**src/rtl/fsm_rd_responder_if.sv**
```systemverilog
// fsm_rd_responder_if: initiator-side rd/ws/ds read handshake plus the RAM port of the responder.
// Latency: none (plain wires between the initiator, the responder and the RAM).
// Backpressure: none at this level; the ws/ds handshake carries the flow control.
// Ports (signals): rd, ds, base_addr, wait_cfg, mem_rdata flow toward the responder;
//   ws, rd_data, mem_en, mem_addr, beat_cnt, busy, err flow away from it.
// Modports: master = initiator + RAM model side, slave = responder side.
interface fsm_rd_responder_if #(
    parameter int AW = 8,
    parameter int DW = 16,
    parameter int WW = 4
);
    logic          rd;
    logic          ds;
    logic [AW-1:0] base_addr;
    logic [WW-1:0] wait_cfg;
    logic          ws;
    logic [DW-1:0] rd_data;
    logic          mem_en;
    logic [AW-1:0] mem_addr;
    logic [DW-1:0] mem_rdata;
    logic [7:0]    beat_cnt;
    logic          busy;
    logic          err;

    modport master (
        output rd, ds, base_addr, wait_cfg, mem_rdata,
        input  ws, rd_data, mem_en, mem_addr, beat_cnt, busy, err
    );

    modport slave (
        input  rd, ds, base_addr, wait_cfg, mem_rdata,
        output ws, rd_data, mem_en, mem_addr, beat_cnt, busy, err
    );
endinterface

```
**src/rtl/fsm_rd_responder.sv**
```systemverilog
// fsm_rd_responder: read-handshake target answering rd requests from a 1-cycle synchronous RAM.
// Latency: data presented (ws low) N+1 cycles after request accept or after each ds, N = wait_cfg.
// Backpressure: none; a missing ds after the data cycle ends the burst (err if rd still high).
// Ports: clk, rst (synchronous, active high), bus (fsm_rd_responder_if.slave):
//   in : rd, ds, base_addr, wait_cfg, mem_rdata
//   out: ws, rd_data, mem_en, mem_addr, beat_cnt, busy, err
module fsm_rd_responder #(
    parameter int AW = 8,
    parameter int DW = 16,
    parameter int WW = 4
) (
    input  logic                 clk,
    input  logic                 rst,
    fsm_rd_responder_if.slave    bus
);

    typedef enum logic [1:0] {
        S_IDLE  = 2'd0,
        S_WAIT  = 2'd1,
        S_READY = 2'd2,
        S_ACK   = 2'd3
    } state_t;

    state_t        state;
    state_t        state_nxt;
    logic [WW-1:0] cnt;
    logic [WW-1:0] cnt_nxt;
    logic [WW-1:0] n_q;
    logic [AW-1:0] addr;
    logic [DW-1:0] data_q;
    logic [7:0]    beat_cnt;
    logic          err;

    logic          accept;
    logic          rearm;
    logic          stray_ds;
    logic          missed_ds;
    logic [AW-1:0] mem_addr_c;

    // Next-state decode. It is needed combinationally because the RAM read
    // must be launched in the cycle before READY so its data lands on time.
    always_comb begin
        state_nxt  = state;
        cnt_nxt    = cnt;
        mem_addr_c = addr;
        accept     = 1'b0;
        rearm      = 1'b0;
        case (state)
            S_IDLE: begin
                if (bus.rd) begin
                    accept     = 1'b1;
                    // addr is not loaded yet, so the RAM sees base_addr directly
                    mem_addr_c = bus.base_addr;
                    if (bus.wait_cfg == '0) begin
                        state_nxt = S_READY;
                    end else begin
                        state_nxt = S_WAIT;
                        cnt_nxt   = bus.wait_cfg - 1'b1;
                    end
                end
            end
            S_WAIT: begin
                if (!bus.rd) begin
                    state_nxt = S_IDLE;
                end else if (cnt == '0) begin
                    state_nxt = S_READY;
                end else begin
                    cnt_nxt = cnt - 1'b1;
                end
            end
            S_READY: begin
                state_nxt = S_ACK;
            end
            S_ACK: begin
                if (bus.ds) begin
                    rearm = 1'b1;
                    if (n_q == '0) begin
                        state_nxt  = S_READY;
                        // zero-wait beat: fetch the incremented address now
                        mem_addr_c = addr + 1'b1;
                    end else begin
                        state_nxt = S_WAIT;
                        cnt_nxt   = n_q - 1'b1;
                    end
                end else begin
                    state_nxt = S_IDLE;
                end
            end
            default: begin
                state_nxt = S_IDLE;
            end
        endcase
        if (rst) begin
            state_nxt = S_IDLE;
        end
    end

    // ds is only meaningful in ACK; anywhere else it is a protocol slip.
    assign stray_ds  = bus.ds && (state != S_ACK);
    // data went out but the initiator neither acknowledged nor released rd
    assign missed_ds = (state == S_ACK) && !bus.ds && bus.rd;

    always_ff @(posedge clk) begin
        if (rst) begin
            state    <= S_IDLE;
            cnt      <= '0;
            n_q      <= '0;
            addr     <= '0;
            data_q   <= '0;
            beat_cnt <= '0;
            err      <= 1'b0;
        end else begin
            state <= state_nxt;
            cnt   <= cnt_nxt;
            if (accept) begin
                addr     <= bus.base_addr;
                n_q      <= bus.wait_cfg;
                beat_cnt <= '0;
            end
            if (rearm) begin
                addr <= addr + 1'b1;
                if (beat_cnt != 8'hFF) begin
                    beat_cnt <= beat_cnt + 8'd1;
                end
            end
            if (state == S_READY) begin
                data_q <= bus.mem_rdata;
            end
            if (stray_ds || missed_ds) begin
                err <= 1'b1;
            end
        end
    end

    // Handshake outputs decode straight from the state register.
    assign bus.ws       = (state != S_READY);
    assign bus.rd_data  = (state == S_READY) ? bus.mem_rdata : data_q;
    assign bus.mem_en   = (state_nxt == S_READY);
    assign bus.mem_addr = mem_addr_c;
    assign bus.beat_cnt = beat_cnt;
    assign bus.busy     = (state != S_IDLE);
    assign bus.err      = err;

endmodule
```
**src/flat_wrapper.sv**
```systemverilog
// flat-port wrapper written by rule: the top's interface ports become plain ports
module fsm_rd_responder_flat 
#(
    parameter int AW = 8,
    parameter int DW = 16,
    parameter int WW = 4
)
  (clk, rst, bus_rd, bus_ds, bus_base_addr, bus_wait_cfg, bus_mem_rdata, bus_ws, bus_rd_data, bus_mem_en, bus_mem_addr, bus_beat_cnt, bus_busy, bus_err);
  fsm_rd_responder_if #(.AW(AW), .DW(DW), .WW(WW)) bus_i ();
  input  logic clk;
  input  logic rst;
  input wire logic [$bits(bus_i.rd)-1:0] bus_rd;
  input wire logic [$bits(bus_i.ds)-1:0] bus_ds;
  input wire logic [$bits(bus_i.base_addr)-1:0] bus_base_addr;
  input wire logic [$bits(bus_i.wait_cfg)-1:0] bus_wait_cfg;
  input wire logic [$bits(bus_i.mem_rdata)-1:0] bus_mem_rdata;
  output wire logic [$bits(bus_i.ws)-1:0] bus_ws;
  output wire logic [$bits(bus_i.rd_data)-1:0] bus_rd_data;
  output wire logic [$bits(bus_i.mem_en)-1:0] bus_mem_en;
  output wire logic [$bits(bus_i.mem_addr)-1:0] bus_mem_addr;
  output wire logic [$bits(bus_i.beat_cnt)-1:0] bus_beat_cnt;
  output wire logic [$bits(bus_i.busy)-1:0] bus_busy;
  output wire logic [$bits(bus_i.err)-1:0] bus_err;
  assign bus_i.rd = bus_rd;
  assign bus_i.ds = bus_ds;
  assign bus_i.base_addr = bus_base_addr;
  assign bus_i.wait_cfg = bus_wait_cfg;
  assign bus_i.mem_rdata = bus_mem_rdata;
  assign bus_ws = bus_i.ws;
  assign bus_rd_data = bus_i.rd_data;
  assign bus_mem_en = bus_i.mem_en;
  assign bus_mem_addr = bus_i.mem_addr;
  assign bus_beat_cnt = bus_i.beat_cnt;
  assign bus_busy = bus_i.busy;
  assign bus_err = bus_i.err;
  fsm_rd_responder #(.AW(AW), .DW(DW), .WW(WW)) u_core (.clk(clk), .rst(rst), .bus(bus_i));
endmodule
```
**config.mk**
```make
export PLATFORM = sky130hd
export DESIGN_NAME = fsm_rd_responder_flat
export DESIGN_NICKNAME = d
export VERILOG_FILES = /design/src/rtl/fsm_rd_responder_if.sv /design/src/rtl/fsm_rd_responder.sv /design/src/flat_wrapper.sv
export SDC_FILE = /design/constraint.sdc
export NUM_CORES = 1
export LEC_CHECK = 0
export BUFFER_PORTS_ARGS = -buffer_cell sky130_fd_sc_hd__buf_2
export CAP_MARGIN = 15
export CORE_ASPECT_RATIO = 2
export CORE_MARGIN = 4
export CORE_UTILIZATION = 30
export DETAILED_ROUTE_END_ITERATION = 10
export MAX_ROUTING_LAYER = met4
export PLACE_DENSITY = 0.56
export SLEW_MARGIN = 0
export SYNTH_ARGS = -nofsm -noshare
export SYNTH_HDL_FRONTEND = slang
export SYNTH_SLANG_ARGS = --single-unit
export TNS_END_PERCENT = 20
```
**constraint.sdc**
```tcl
create_clock -name clk -period 2.7 [get_ports clk]
set_input_delay 0.135 -clock clk [delete_from_list [all_inputs] [get_ports clk]]
set_output_delay 0.135 -clock clk [all_outputs]
set_load 0.02 [all_outputs]
```
==> flow_summary.toml, run 1 <==
[die]
die-height_microns = 134
initial_utilization_pct = 31.2
ios = 68
die_w_microns = 71.1
die_area_sq_mm = 0.00954
coreArea_sq_mm = 0.00766
row_count = 45

[setup_path]
arrival_ps = 2250
endpoint_kind = "output pin"
cp-start-kind = "register"
setup.worst_path.class = "reg2out"
required_ps = 2570
crit_fanout = 10

[logic_synthesis]
yosys_warnings = 0
ys.flop_type = "dfxtp_1"
synth.avg_cell_area_sq_um = 8.47
synth-edff-count = 0
syn_area_sq_mm = 0.00239
synth.top_cell.area_share_pct = 36.0
ys_ff_latch = 43
synth_top_area_cell = "dfxtp_1"
synth_cell_types = 45
synthTopCellsByArea = "dfxtp_1, mux2_2, nor2b_1"
synthCells = 282
ys_seq_area_share_pct = 36.0
async_flop_share_pct = 0
synthesis.nets = 323
ys_top_cells_by_count = "dfxtp_1, nand2_1, nor2_1, nor2b_1, a21oi_1"
yosysMostFrequentCell = "dfxtp_1"

[timing]
relSlewSlack_pct = 61.4
slew_viol_final = 0
timing.final.hold_violations = 0
setup_viol = 0
period_share_pct = 88.3
tns_ps = 0
finClkSkew_ps = 1.64
max_freq_mhz = 420
grt_setup_unrepaired = "false"
timing_worst_slew_pin_value_ps = 577
finalCriticalPeriod_ps = 2380

[drt]
wl_per_cell_microns = 14.1
drcViolationCount = 0
drt_wl_total_mm = 6.20
vias = 2250
drt_pass1_iterations = 4
ant_nets = 0
vias_per_cell = 5.14
dr.first_iter.drc_count = 69

[cells_and_area]
drive_above_1_share_pct = 29.7
fin_nets = 385
area_growth_pct = 22.2
stdcell_count = 438
n_antenna_cell = 0

[clocking]
clk_path_buf_depth = 2
cts_buffers = 5
path_clk_slew_ps = 60
clock_latency_ps = 280
cts.htree.levels = 2
cts_root_buf = "clkbuf_16"
clock_sinks = 43
postCtsSetupBuffers = 0
cts_tree = "built"

[run]
maxCapViolCount = 0

[global_routing]
grt.total_usage_pct = 14.0
grt_max_degree = 24
grt_pass1_wl_mm = 10.5
antenna_found_initial = 0
grt_pass1_vias = 2295
overflow = 0

[power_and_ir_drop]
irDropWorstVdd_mv = 0.584
p_leak_nw = 1.29
p_per_area_mw_per_mm2 = 947

[outcome]
run_status = "complete, no violations"

[place]
globalplace.congestion = 0.904
placed_cells = 431
io_buffers = 67
dp.final_hpwl_mm = 4.75

[worst_hold_path]
hp-class = "in2reg"
-- registers in the layout, indices dropped and copies added (netlist names) --
signal	cells
u_core.addr	8
u_core.bus.beat_cnt	8
u_core.bus.err	1
u_core.cnt	4
u_core.data_q	16
u_core.n_q	4
u_core.state	2
-- worst max-delay path, stage by stage (launching register included) --
cell and delay, ps:
dfxtp_1 420, ha_2 320, and2_4 220, and2_1 330, nor3_2 80, a221oi_2 260
nor2b_1 170, buf_2 170
-- what timing repair did --
item | CTS | global route
endpoints found under the setup margin | 0 | 1
resized for setup | 0 | 1
hold buffers | 0 | 0
-- stage by stage --
stage	hold WS, ps	util (%)	instance area (sq um)	setup slack [ps]	total power [W]
final	118	38.1	2920	317	0.00277
after global routing	121	38.1	2920	94.3	0.00299
after CTS	111	38.1	2920	185	0.00282
after detailed placement	415	36.2	2770	510	0.00220
after global placement	407	36.2	2770	554	0.00219
after floorplan	271	-	2390	783	0.00184
-- cell usage in the layout, fill, tap and decap left out, types with 2 or more instances in the layout --
cell type,n
buf_2,67
dfxtp_1,43
nand2_1,30
nor2_1,21
nor2b_1,21
a21oi_1,18
o21ai_1,16
mux2_2,16
nand3_1,11
o21ai_0,8
ha_1,8
inv_1,7
xnor2_1,6
a22oi_1,6
clkbuf_16,5
buf_4,5
and3_1,4
and2_1,4
a21boi_0,4
nor3_1,4
a311oi_1,4
a22o_1,3
a211oi_1,3
a222oi_1,3
nor4_1,2
mux2i_1,2
or2_1,2
or3_1,2
a31oi_1,2
-- kinds of logic after synthesis --
family	Yosys count	synth area share, %
and+or+nand+nor	106	22.7
AOI/OAI and AO/OA	74	19.9
DFF	43	36.0
buffers and inverters	25	5.71
muxes	18	8.38
adders and majority gates	9	4.71
xor gates and xnor gates	7	2.57
-- layer usage --
metal	vias to the layer above	part of all wire, %	track usage (%)
met5	-	0	-
met4	0	2.8	6.69
met3	12	4.6	2.63
met2	62	55	25.5
met1	1050	37	14.0
li1	1126	-	-
-- where the power goes --
group	switching, W	leakage [nW]	internal, W
sequential	0.0000881	0.351	0.000747
combinational	0.000802	0.869	0.000533
clock	0.000236	0.0727	0.000361
total	0.00113	1.29	0.00164
-- worst paths after layout --
kind | startpoint | to | slack [ps] | cells after the start
setup / recovery | u_core.state[1] | bus_mem_en | 320 | 7
hold / removal | bus_wait_cfg[0] | u_core.n_q[0] | 120 | 3
setup reg to reg | u_core.state[1] | u_core.addr[3] | 740 | 6
hold reg to reg | u_core.cnt[1] | u_core.cnt[1] | 470 | 2
-- final cells by class --
type,instances,area (sq um)
tap,94,118
clock inverter,1,5.00
multi-input combinational,214,1400
clock buffer,6,139
timing repair buffer,72,373
fill,839,4740
inverter,8,30.0
sequential,43,861
No activity file was read; power rests on OpenSTA's default activity.
==> run 2, diff against run 1 <==
==> constraint.sdc (replaced) <==
create_clock -name clk -period 2.7 [get_ports clk]
set_input_delay 0.27 -clock clk [delete_from_list [all_inputs] [get_ports clk]]
set_output_delay 0.27 -clock clk [all_outputs]
set_load 0.02 [all_outputs]
==> flow_summary.toml, run 2 (synthesis results as in run 1) <==
[clocking]
cts_tree = "built"
cts_root_buf = "clkbuf_16"
clock_latency_ps = 290
clock_sinks = 43
clk_path_buf_depth = 2
cts_buffers = 5
hold_buffers = 0
ctsResizeCount = 0
postCtsSetupBuffers = 0
cts.htree.levels = 2
path_clk_slew_ps = 60

[timing]
finClkSkew_ps = 3.42
setup_viol = 0
tns_ps = 0
relSlewSlack_pct = 60.6
grt_setup_unrepaired = "false"
timing.final.hold_violations = 0
timing_worst_slew_pin_value_ps = 589
setup_slack_ps = 253
max_freq_mhz = 409
holdWs_ps = 243
period_share_pct = 90.6
slew_viol_final = 0
finalCriticalPeriod_ps = 2450

[die]
row_count = 45
coreArea_sq_mm = 0.00766
die_area_sq_mm = 0.00954
ios = 68
die-height_microns = 134
initial_utilization_pct = 31.2
die_w_microns = 71.1

[power_and_ir_drop]
p_leak_nw = 1.29
switchingPower_w = 0.00113
intPower_w = 0.00161
switching_share_pct = 41.2
clkPwrFrac_pct = 21.4
pwr-share-comb_pct = 48.1
irDropWorstVdd_mv = 0.552
sequentialPowerShare_pct = 30.5
p_per_area_mw_per_mm2 = 942

[cells_and_area]
largest_register = "u_core.data_q"
largest_reg_flops = 16
final_area_sq_mm = 0.00291
final_cell_mix = "buf_2, dfxtp_1, nand2_1"
final_common_cell = "buf_2"
drive_above_1_share_pct = 29.0
fin_nets = 385
reg_top3 = "u_core.data_q x16, u_core.addr x8, u_core.bus.beat_cnt x8"
area_growth_pct = 21.8
n_antenna_cell = 0
stdcell_count = 439

[worst_hold_path]
min_from = "bus_wait_cfg[3]"
hp-class = "in2reg"

[drt]
drt_pass1_iterations = 4
drt_wl_total_mm = 6.22
vias_per_cell = 5.17
ant_nets = 0
dr.first_iter.drc_count = 92
drcViolationCount = 0
wl_per_cell_microns = 14.2
vias = 2270

[global_routing]
grt_pass1_wl_mm = 10.4
antenna_found_initial = 0
grt.total_usage_pct = 14.0
grt_max_degree = 27
grt_pass1_vias = 2259
overflow = 0

[place]
place_area_sq_mm = 0.00277
globalplace.congestion = 0.892
place_ws_ps = 579
io_buffers = 67
placed_cells = 431
dp.final_hpwl_mm = 4.70

[setup_path]
reg2reg_to = "u_core.addr[2]"
reg2reg_slack_ps = 730
required_ps = 2430
crit_fanout = 8
crit_start = "u_core.state[0]"
cp-start-kind = "register"
arrival_ps = 2180
worstSetupEndpoint = "bus_mem_addr[2]"
r2r_cells = 6
setup.worst_path.class = "reg2out"
r2r_start = "u_core.state[1]"
endpoint_kind = "output pin"

[run]
maxCapViolCount = 0

[outcome]
run_status = "complete, no violations"
==> run 2: layout make-up <==
type                    instances  area [sq um]
inverters                       8          30.0
multi-input cells             214          1390
clock inverters                 1          5.00
flip-flops and latches         43           861
clock buffers                   7           133
well taps                      94           118
repair buffers                 72           373
fillers                       832          4750
==> run 2: per-stage QoR <==
stage | utilization [%] | power (W)
after floorplan | - | 0.00184
after global placement | 36.2 | 0.00218
after detailed placement | 36.2 | 0.00218
after CTS | 38.0 | 0.00278
after global routing | 38.0 | 0.00296
final | 38.0 | 0.00274
==> run 2: per-layer routing <==
| layer | GRT usage, % | share of wire, % | vias up | wire, microns |
|---|---|---|---|---|
| li1 | - | - | 1127 | - |
| met1 | 13.8 | 37 | 1064 | 2320 |
| met2 | 25.3 | 55 | 71 | 3410 |
| met3 | 3.98 | 6.0 | 8 | 374 |
| met4 | 5.75 | 1.9 | 0 | 116 |
| met5 | - | 0 | - | 0 |
==> run 2: power groups by stage <==
stage	combinational [W]	sequential [W]	clock, W
finish	0.00132	0.000837	0.000586
global route	0.00147	0.000850	0.000640
CTS	0.00134	0.000835	0.000611
detailed placement	0.00133	0.000848	0
global placement	0.00133	0.000847	0
floorplan	0.00101	0.000827	0
==> run 2: worst max-delay path, stage by stage (launching register included) <==
cell and delay [ps]:
dfxtp_1 350, inv_1 140, ha_1 230, inv_1 70, nor2_1 420, buf_4 260
a22oi_1 90, o21ai_1 140, buf_2 190
==> run 2: worst min path at each step <==
stage,to,cells past startpoint
floorplan,u_core.n_q[1],2
global placement,u_core.cnt[1],2
detailed placement,u_core.cnt[1],2
CTS,u_core.n_q[3],3
global route,u_core.n_q[0],3
finish,u_core.n_q[3],3
